**config.mk**
```make
export PLATFORM = sky130hd
export DESIGN_NAME = mem_loader
export DESIGN_NICKNAME = d
export VERILOG_FILES = /design/src/rtl/loader_pkg.sv /design/src/rtl/loader_word_pack.sv /design/src/rtl/mem_loader.sv
export SDC_FILE = /design/constraint.sdc
export NUM_CORES = 1
export LEC_CHECK = 0
export BUFFER_PORTS_ARGS = -buffer_cell sky130_fd_sc_hd__buf_2
export CELL_PAD_IN_SITES_DETAIL_PLACEMENT = 2
export CELL_PAD_IN_SITES_GLOBAL_PLACEMENT = 2
export CORE_MARGIN = 1.5
export CORE_UTILIZATION = 37
export CTS_BUF_LIST = sky130_fd_sc_hd__clkbuf_4 sky130_fd_sc_hd__clkbuf_8 sky130_fd_sc_hd__clkbuf_16
export DETAILED_ROUTE_END_ITERATION = 7
export PLACE_DENSITY_LB_ADDON = 0.1
export SYNTH_ARGS = -nofsm -noshare
export SYNTH_HDL_FRONTEND = slang
export SYNTH_SLANG_ARGS = --single-unit
```
**constraint.sdc**
```tcl
create_clock -name clk -period 2.5 [get_ports clk]
set_input_delay 0.625 -clock clk [delete_from_list [all_inputs] [get_ports clk]]
set_output_delay 0.625 -clock clk [all_outputs]
set_load 0.02 [all_outputs]
```
**src/rtl/loader_pkg.sv**
```systemverilog
// Shared definitions for the boot-image loader: FSM encoding, default memory
// geometry and header/word framing constants.
package loader_pkg;

  localparam int DEPTH_DEF  = 1024;
  localparam int ADDR_W_DEF = 10;
  localparam int HDR_BYTES  = 2;
  localparam int CNT_W      = 8 * HDR_BYTES;
  localparam int WORD_BYTES = 4;

  typedef enum logic [2:0] {
    HDR_LO,
    HDR_HI,
    DATA,
    DONE,
    ERR
  } state_t;

  typedef struct packed {
    logic rx_ready;
    logic done;
    logic error;
    logic core_reset;
  } ctrl_t;

  // Status outputs are a pure function of the state being entered.
  function automatic ctrl_t ctrl_for(state_t s);
    ctrl_t c;
    c = '0;
    case (s)
      HDR_LO, HDR_HI, DATA: c.rx_ready = 1'b1;
      DONE: begin
        c.done       = 1'b1;
        c.core_reset = 1'b1;
      end
      ERR:     c.error = 1'b1;
      default: c = '0;
    endcase
    return c;
  endfunction

endpackage

```
**src/rtl/loader_word_pack.sv**
```systemverilog
// Packs accepted bytes little-endian into 32-bit words; flags the byte that
// completes a word so the caller can register the write in the same edge.
module loader_word_pack
  import loader_pkg::*;
(
  input  logic        clk,
  input  logic        reset,
  input  logic        i_clear,
  input  logic        i_byte_valid,
  input  logic [7:0]  i_byte,
  output logic        o_word_ready,
  output logic [31:0] o_word
);

  localparam int SHIFT_W = 8 * (WORD_BYTES - 1);

  logic [SHIFT_W-1:0] r_shift;
  logic [1:0]         r_byte_cnt;

  // The final byte of a word is never stored; it is merged on the fly.
  assign o_word_ready = i_byte_valid && (r_byte_cnt == 2'(WORD_BYTES - 1));
  assign o_word       = {i_byte, r_shift};

  // NOTE: state is updated with <= so every flop samples pre-edge values.
  always_ff @(posedge clk or negedge reset) begin
    if (!reset) begin
      r_shift    <= '0;
      r_byte_cnt <= '0;
    end else if (i_clear) begin
      r_byte_cnt <= '0;
    end else if (i_byte_valid) begin
      r_shift    <= {i_byte, r_shift[SHIFT_W-1:8]};
      r_byte_cnt <= r_byte_cnt + 2'd1;
    end
  end

endmodule

```
**src/rtl/mem_loader.sv**
```systemverilog
// Boot loader: receives a length-prefixed image from a byte stream, writes it
// into instruction memory and holds the core in reset until the image is in.
module mem_loader
  import loader_pkg::*;
#(
  parameter int DEPTH   = DEPTH_DEF,
  parameter int ADDR_W  = ADDR_W_DEF,
  parameter int TIMEOUT = 65535
) (
  input  logic              clk,
  input  logic              reset,
  input  logic              load_req,
  input  logic              rx_valid,
  input  logic [7:0]        rx_data,
  output logic              rx_ready,
  output logic              mem_we,
  output logic [ADDR_W-1:0] mem_addr,
  output logic [31:0]       mem_wdata,
  output logic              core_reset,
  output logic              done,
  output logic              error
);

  localparam int IDLE_W = (TIMEOUT > 1) ? $clog2(TIMEOUT) : 1;

  state_t             r_state;
  state_t             w_next;
  ctrl_t              r_ctrl;
  logic [CNT_W-1:0]   r_count;
  logic [ADDR_W-1:0]  r_word_idx;
  logic [IDLE_W-1:0]  r_idle;
  logic               r_mem_we;
  logic [ADDR_W-1:0]  r_mem_addr;
  logic [31:0]        r_mem_wdata;

  logic               w_accept;
  logic               w_clear;
  logic               w_timeout;
  logic               w_last_word;
  logic [CNT_W-1:0]   w_hdr_count;
  logic               w_word_ready;
  logic [31:0]        w_word;

  assign w_accept    = rx_valid && r_ctrl.rx_ready;
  assign w_clear     = load_req && (r_state inside {DONE, ERR});
  assign w_timeout   = (r_idle == IDLE_W'(TIMEOUT - 1));
  assign w_hdr_count = {rx_data, r_count[7:0]};
  assign w_last_word = (CNT_W'(r_word_idx) == r_count - CNT_W'(1));

  loader_word_pack u_pack (
    .clk          (clk),
    .reset        (reset),
    .i_clear      (w_clear),
    .i_byte_valid (w_accept && (r_state == DATA)),
    .i_byte       (rx_data),
    .o_word_ready (w_word_ready),
    .o_word       (w_word)
  );

  always_comb begin
    // NOTE: default first so every path assigns w_next and no latch is inferred.
    w_next = r_state;
    case (r_state)
      HDR_LO: if (w_accept) w_next = HDR_HI;
      HDR_HI: begin
        if (w_accept) begin
          if (w_hdr_count == '0)                w_next = DONE;
          else if (32'(w_hdr_count) > 32'(DEPTH)) w_next = ERR;
          else                                  w_next = DATA;
        end else if (w_timeout) begin
          w_next = ERR;
        end
      end
      DATA: begin
        if (w_word_ready && w_last_word) w_next = DONE;
        else if (!w_accept && w_timeout) w_next = ERR;
      end
      DONE, ERR: if (load_req) w_next = HDR_LO;
      default:   w_next = HDR_LO;
    endcase
  end

  always_ff @(posedge clk or negedge reset) begin
    if (!reset) begin
      r_state     <= HDR_LO;
      r_ctrl      <= '0;
      r_count     <= '0;
      r_word_idx  <= '0;
      r_idle      <= '0;
      r_mem_we    <= 1'b0;
      r_mem_addr  <= '0;
      r_mem_wdata <= '0;
    end else begin
      r_state  <= w_next;
      r_ctrl   <= ctrl_for(w_next);
      r_mem_we <= w_word_ready;

      if (w_word_ready) begin
        r_mem_addr  <= r_word_idx;
        r_mem_wdata <= w_word;
        r_word_idx  <= r_word_idx + 1'b1;
      end else if (w_clear) begin
        r_word_idx <= '0;
      end

      if (w_accept && (r_state == HDR_LO)) r_count[7:0]       <= rx_data;
      if (w_accept && (r_state == HDR_HI)) r_count[CNT_W-1:8] <= rx_data;

      // Only the header-high and data phases are bounded in time.
      if (w_accept || !(r_state inside {HDR_HI, DATA})) r_idle <= '0;
      else                                              r_idle <= r_idle + 1'b1;
    end
  end

  assign rx_ready   = r_ctrl.rx_ready;
  assign done       = r_ctrl.done;
  assign error      = r_ctrl.error;
  assign core_reset = r_ctrl.core_reset;
  assign mem_we     = r_mem_we;
  assign mem_addr   = r_mem_addr;
  assign mem_wdata  = r_mem_wdata;

endmodule
```
==> results of run 1 <==
[state kept, by name, summed over array words and instances (netlist names), 2 cells and up]
signal	cells
r_idle	16
mem_addr	10
r_word_idx	10
r_count	16
u_pack.r_byte_cnt	2
u_pack.r_shift	24
r_state	3
mem_wdata	32
[metal layers]
metal  up-vias  track usage (%)
met1      2171            28.48
met2        66            37.40
met4         2            7.267
met5         -                0
met3        26            4.926
li1       1929                -
[cell usage in the layout, fill, tap and decap left out, types with 8 or more instances in the layout]
cell and instances:
buf_2 57, mux2_1 36, xor2_1 15, xnor2_1 11, nand3_1 15, clkbuf_16 17
dfrtp_1 116, nor2_1 28, buf_4 13, inv_1 8, o21ai_1 18, nand2_1 159
[stage by stage]
step	hold slack, ns	power (mW)	setup TNS [ns]	cell area, µm²	cells
after floorplan	0.3294	3.048	0	5309	534
after global placement	0.4529	3.391	0	5858	759
after detailed placement	0.4608	3.463	0	5858	759
after CTS	0.2028	5.956	0	6447	789
after global routing	0.2298	6.262	-0.3462	6507	789
final	0.2040	5.986	0	6507	789
[synth_stat cells (all sizes together), types with 8 or more instances]
library cell  number  area, µm²
nand2            160      600.6
dfrtp            117       2928
mux2              36      405.4
nor2              28      105.1
o21ai             25      125.1
clkbuf            16      61.30
nand3             15      75.07
xor2              15      131.4
buf               12      62.56
inv               11      41.29
xnor2             11      96.34
nor4               9      68.81
a21oi              8      43.79
[repair_timing]
| item | CTS | global route |
|---|---|---|
| endpoints found under the setup margin | 2 | 3 |
| gates resized for setup | 1 | 12 |
| pin swaps | 0 | 1 |
[worst max path at each step]
stage,end,from
floorplan,core_reset,r_count[0]
global placement,rx_ready,r_count[0]
detailed placement,core_reset,r_count[0]
CTS,core_reset,r_count[8]
global route,core_reset,r_count[0]
finish,core_reset,r_count[8]
[final cells by class]
cell class                 count  area [µm²]
sequential                   117        2929
clock buffer                  26       518.0
clock inverter                 4       70.07
multi-input combinational    378        2281
tap                          180       225.2
inverter                      11       41.29
timing repair buffer          73       442.9
fill                        1457        7427
[cells by family after synthesis]
family          Yosys count
compound gates           52
simple gates            255
xor+xnor                 26
mux                      40
flops                   117
buf+inv                  39
fa+ha+maj                 5
[power breakdown]
part / leakage [nW] / switching, mW / internal, mW
logic: 1.39 / 0.704 / 0.486
registers: 1.59 / 0.283 / 2.08
clock network: 0.297 / 0.820 / 1.61
==> impl_metrics.py, run 1 <==
metrics = {
    "grt": {
        "grt_pass1_vias": 4582,
        "antenna_found_initial": 1,
        "grt_overflow": 0,
        "grt_pass1_wl_um": 25140,
        "grt_max_degree": 46,
        "track_usage_pct": 22.27,
    },
    "setup_path": {
        "r2r-end": "core_reset",
        "crit_type": "reg -> reg",
        "reg2reg_slack_ns": 0.02,
        "path_cells": "or4_4 -> o31a_1 -> nor4_4 -> o32ai_2 -> or3_4 -> o21ai_1",
        "critical-path-top-delay-family": "simple AND/OR/NAND/NOR gates",
        "crit_buf_inv": 0,
        "worstSetupEndpointType": "register",
        "slowest_stage": "or4_4",
        "crit_fanout": 6,
        "crit_cells": 6,
        "rr_worst_depth": 6,
        "cp-start-kind": "register",
        "r2r_start": "r_count[8]",
        "cpPeakStageDelay_ns": 0.58,
        "crit_required_ns": 2.83,
        "crit_arrival_ns": 2.81,
    },
    "logic_synthesis": {
        "synth-simple-area-share_pct": 21.73,
        "synth_seq_cells": 117,
        "synth_top_flop_cell": "dfrtp_1",
        "synth_cell_types": 55,
        "syn-num-nets": 551,
        "synth_edf_count": 0,
        "seq_area_frac_synth_pct": 55.15,
        "synth_compound_area_share_pct": 6.151,
        "yosysWarningCount": 0,
        "synth_top_family_by_area": "simple AND/OR/NAND/NOR gates",
        "synth.mux.area_fraction_pct": 8.390,
        "syn_inst": 534,
        "synth_xor_area_share_pct": 4.289,
        "async_flop_share_pct": 100.0,
        "syn_area_per_cell_um2": 9.942,
        "synth_fa_ha_area_share_pct": 1.178,
        "synth_area_mm2": 0.005309,
    },
    "drt": {
        "wl_met1_um": 7044,
        "vias": 4194,
        "drtPass1Iterations": 4,
        "maxUsedRoutingLayer": "met5",
        "wl_met3_um": 460,
        "via_per_inst": 5.316,
        "drtIter0Drc": 130,
        "ant_nets": 0,
        "wirelength_um": 15830,
        "drc": 0,
        "wl_per_cell_um": 20.07,
        "dr_wl_met2_um": 8040,
    },
    "clocking": {
        "cts_tree": "done",
        "postCtsHoldBufs": 0,
        "clkLatencyLatePin_ns": 0.41,
        "clockRootBuffer": "clkbuf_16",
        "cts_setup_buffers": 0,
        "clkTransAtPathRegs_ns": 0.05,
        "htree_levels": 4,
        "clock_sinks": 117,
        "cts_buffers": 17,
        "cts_buffer_depth": 2,
    },
    "flow_run": {
        "max_cap_viol_count": 0,
    },
    "sta": {
        "setup_viol": 0,
        "maxSlewViolCount": 0,
        "fin_ws_ns": 0.01854,
        "period_share_pct": 99.26,
        "finalHoldViolations": 0,
        "maxSlewHeadroom_pct": 49.23,
        "max_freq_ghz": 0.4030,
        "finalWorstPathRequiredPeriod_ns": 2.481,
        "tightest_slew_ns": 0.7546,
        "rsz0062_at_grt": "true",
        "finClkSkew_ns": 0.006878,
    },
    "floorplan": {
        "die_h_um": 122.8,
        "dieArea_mm2": 0.01508,
        "start_util_pct": 38.10,
        "core_mm2": 0.01393,
        "rows": 43,
        "ios": 59,
        "die_w_um": 122.8,
    },
    "cells_and_area": {
        "utilization_pct": 46.70,
        "synthToLayoutAreaGrowth_pct": 22.58,
        "drive_gt1_share_pct": 20.53,
        "nets": 615,
        "antenna_cells": 0,
    },
    "place": {
        "place_congestion": 0.8343,
        "post-place-ws_ns": 0.1005,
        "hpwl_um": 10360,
        "port-buffer-count": 58,
    },
    "power": {
        "ir_drop_mv": 0.4955,
        "p_leak_nw": 3.279,
        "power.density_mw_per_mm2": 919.8,
    },
    "worst_hold_path": {
        "hold_class": "in -> async",
    },
    "status": {
        "run_status": "finished, final reports clean",
    },
}
(Power assumes the default switching activity.)
==> run 2: changes to the inputs <==
--- a/config.mk
+++ b/config.mk
@@ -5,11 +5,12 @@
 export SDC_FILE = /design/constraint.sdc
 export NUM_CORES = 1
 export LEC_CHECK = 0
+export ABC_AREA = 1
 export BUFFER_PORTS_ARGS = -buffer_cell sky130_fd_sc_hd__buf_2
 export CELL_PAD_IN_SITES_DETAIL_PLACEMENT = 2
 export CELL_PAD_IN_SITES_GLOBAL_PLACEMENT = 2
 export CORE_MARGIN = 1.5
-export CORE_UTILIZATION = 37
+export CORE_UTILIZATION = 35
 export CTS_BUF_LIST = sky130_fd_sc_hd__clkbuf_4 sky130_fd_sc_hd__clkbuf_8 sky130_fd_sc_hd__clkbuf_16
 export DETAILED_ROUTE_END_ITERATION = 7
 export PLACE_DENSITY_LB_ADDON = 0.1
==> impl_metrics.py, run 2 <==
metrics = {
    "logic_synthesis": {
        "yosysTopAreaCell": "dfrtp_1",
        "netlist.area_leader.share_pct": 54.20,
        "async_flop_share_pct": 100.0,
        "synth.mux.area_fraction_pct": 0,
        "synth_seq_cells": 117,
        "ys_top_cells_by_area": "dfrtp_1 54%, nand2_1 13%, o21ai_0 8.1%, inv_1 4.9%, nor2_1 4.0%",
        "synth-simple-area-share_pct": 25.25,
        "synth_cell_types": 36,
        "synth_xor_area_share_pct": 1.552,
        "synth_edf_count": 0,
        "synth_compound_area_share_pct": 11.19,
        "synth.most_common_cell": "nand2_1",
        "syn_inst": 650,
        "synth_fa_ha_area_share_pct": 1.158,
        "yosysWarningCount": 0,
        "synth_commonest_cells": "189 x nand2_1, 117 x dfrtp_1, 87 x o21ai_0",
        "synth_top_flop_cell": "dfrtp_1",
        "seq_area_frac_synth_pct": 54.20,
        "synth_area_mm2": 0.005401,
        "synth_top_family_by_area": "simple AND/OR/NAND/NOR gates",
        "syn_area_per_cell_um2": 8.310,
        "syn-num-nets": 667,
    },
    "drt": {
        "via_per_inst": 5.004,
        "drc": 0,
        "vias": 4599,
        "drtIter0Drc": 133,
        "drtPass1Iterations": 4,
        "ant_nets": 0,
        "wl_per_cell_um": 17.79,
        "wirelength_um": 16350,
    },
    "setup_path": {
        "worstSetupEndpointType": "register",
        "crit_fanout": 7,
        "crit_required_ns": 2.81,
        "cp-start-kind": "register",
        "crit_type": "reg -> reg",
        "crit_arrival_ns": 2.42,
    },
    "worst_hold_path": {
        "hold_class": "in -> async",
    },
    "sta": {
        "finClkSkew_ns": 0.009984,
        "finalHoldViolations": 0,
        "maxSlewViolCount": 0,
        "setup_tns_ns": 0,
        "period_share_pct": 84.62,
        "maxSlewHeadroom_pct": 63.07,
        "rsz0062_at_grt": "false",
        "max_freq_ghz": 0.4727,
        "tightest_slew_ns": 0.5539,
        "setup_viol": 0,
        "finalWorstPathRequiredPeriod_ns": 2.116,
    },
    "place": {
        "hpwl_um": 12040,
        "place_congestion": 0.7737,
        "port-buffer-count": 58,
    },
    "cells_and_area": {
        "final_cell_mix": "189 x nand2_1, 117 x dfrtp_1, 87 x o21ai_0",
        "synthToLayoutAreaGrowth_pct": 21.20,
        "largest_reg_flops": 32,
        "utilization_pct": 43.22,
        "drive_gt1_share_pct": 18.19,
        "nets": 735,
        "layout_commonest_cell": "nand2_1",
        "antenna_cells": 0,
    },
    "clocking": {
        "cts_tree": "done",
        "clockRootBuffer": "clkbuf_16",
        "postCtsHoldBufs": 0,
        "cts_setup_buffers": 0,
        "clkTransAtPathRegs_ns": 0.05,
        "cts-resized-gates": 0,
        "cts_buffers": 17,
        "cts_buffer_depth": 2,
        "htree_levels": 4,
        "clock_sinks": 117,
        "clkLatencyLatePin_ns": 0.42,
    },
    "floorplan": {
        "die_h_um": 127.2,
        "core_mm2": 0.01515,
        "die_w_um": 127.2,
        "ios": 59,
        "start_util_pct": 35.66,
        "dieArea_mm2": 0.01619,
        "rows": 45,
    },
    "grt": {
        "track_usage_pct": 22.11,
        "grt_pass1_wl_um": 27280,
        "grt_overflow": 0,
        "grt_pass1_vias": 5120,
        "grt_max_degree": 84,
        "antenna_found_initial": 0,
    },
    "flow_run": {
        "max_cap_viol_count": 0,
    },
    "status": {
        "run_status": "finished, final reports clean",
    },
    "power": {
        "power.density_mw_per_mm2": 1099,
        "p_leak_nw": 3.326,
        "ir_drop_mv": 0.5253,
    },
}
[run 2: changes by cell type after synthesis, moves of 8 or more]
cell,change
mux2_1,-36
o21ai_0,+79
xor2_1,-10
inv_1,+62
nor2_2,+8
nand2_1,+29
a21oi_1,+15
nor2_1,+30
xnor2_1,-9
o21ai_1,-16
[run 2: worst max-delay path, cell delays in order (launching register included)]
cell	delay, ns
dfrtp_1	0.40
inv_1	0.10
ha_1	0.32
nand2_4	0.13
nor2_8	0.20
nand2_1	0.09
nand3_1	0.09
nand2_1	0.07
inv_1	0.06
nand3_1	0.07
nor2_1	0.18
nand2_1	0.15
nand3_1	0.10
nand2_1	0.06
[run 2: through the flow]
step                instances  hold WS (ns)  setup slack [ns]  power (mW)  area (µm²)
global placement          887        0.4580            0.4396       4.667        5949
detailed placement        887        0.4693            0.3426       4.801        5949
global route              919        0.2142            0.1684       7.684        6546
finish                    919        0.1884            0.3844       7.194        6546
floorplan                 650        0.3294            0.8053       4.038        5401
CTS                       919        0.1967            0.3354       7.298        6546
[run 2: layer usage]
| layer | vias to the layer above | track usage [%] | wire (µm) |
|---|---|---|---|
| li1 | 2198 | - | - |
| met1 | 2315 | 28.78 | 7599 |
| met2 | 64 | 37.40 | 8045 |
| met3 | 22 | 3.936 | 459 |
| met4 | 0 | 7.420 | 243 |
| met5 | - | 0 | 0 |
[run 2: layout make-up]
cell class | count | area (µm²)
clock buffers | 26 | 530.5
clock inverters | 6 | 66.31
fillers | 1714 | 8600
inverters | 75 | 281.5
multi-input cells | 440 | 2120
flip-flops and latches | 117 | 2928
well taps | 188 | 235.2
repair buffers | 67 | 385.4
[run 2: final timing paths]
kind	startpoint	slack, ns	endpoint	depth (start not counted)
setup / recovery	r_count[0]	0.38	rx_ready	13
hold / removal	reset	0.19	mem_we	1
setup reg to reg	r_count[0]	0.38	rx_ready	13
hold reg to reg	mem_wdata[4]	0.48	mem_wdata[4]	2
max in group asynchronous	reset	1.57	r_word_idx[5]	2
min in group clk	rx_data[5]	0.47	u_pack.r_shift[21]	3
[run 2: cells by family (layout without fill, tap and decap cells)]
group,count (synthesis),after routing
xor+xnor,8,8
fa+ha+maj,5,5
simple gates,310,310
flops,117,117
buf+inv,93,174
compound gates,117,117
[run 2: report_power, final]
part | leakage (nW) | internal (mW) | switching [mW]
combinational | 1.48 | 0.617 | 1.38
clock | 0.289 | 1.56 | 0.869
sequential | 1.56 | 2.36 | 0.406
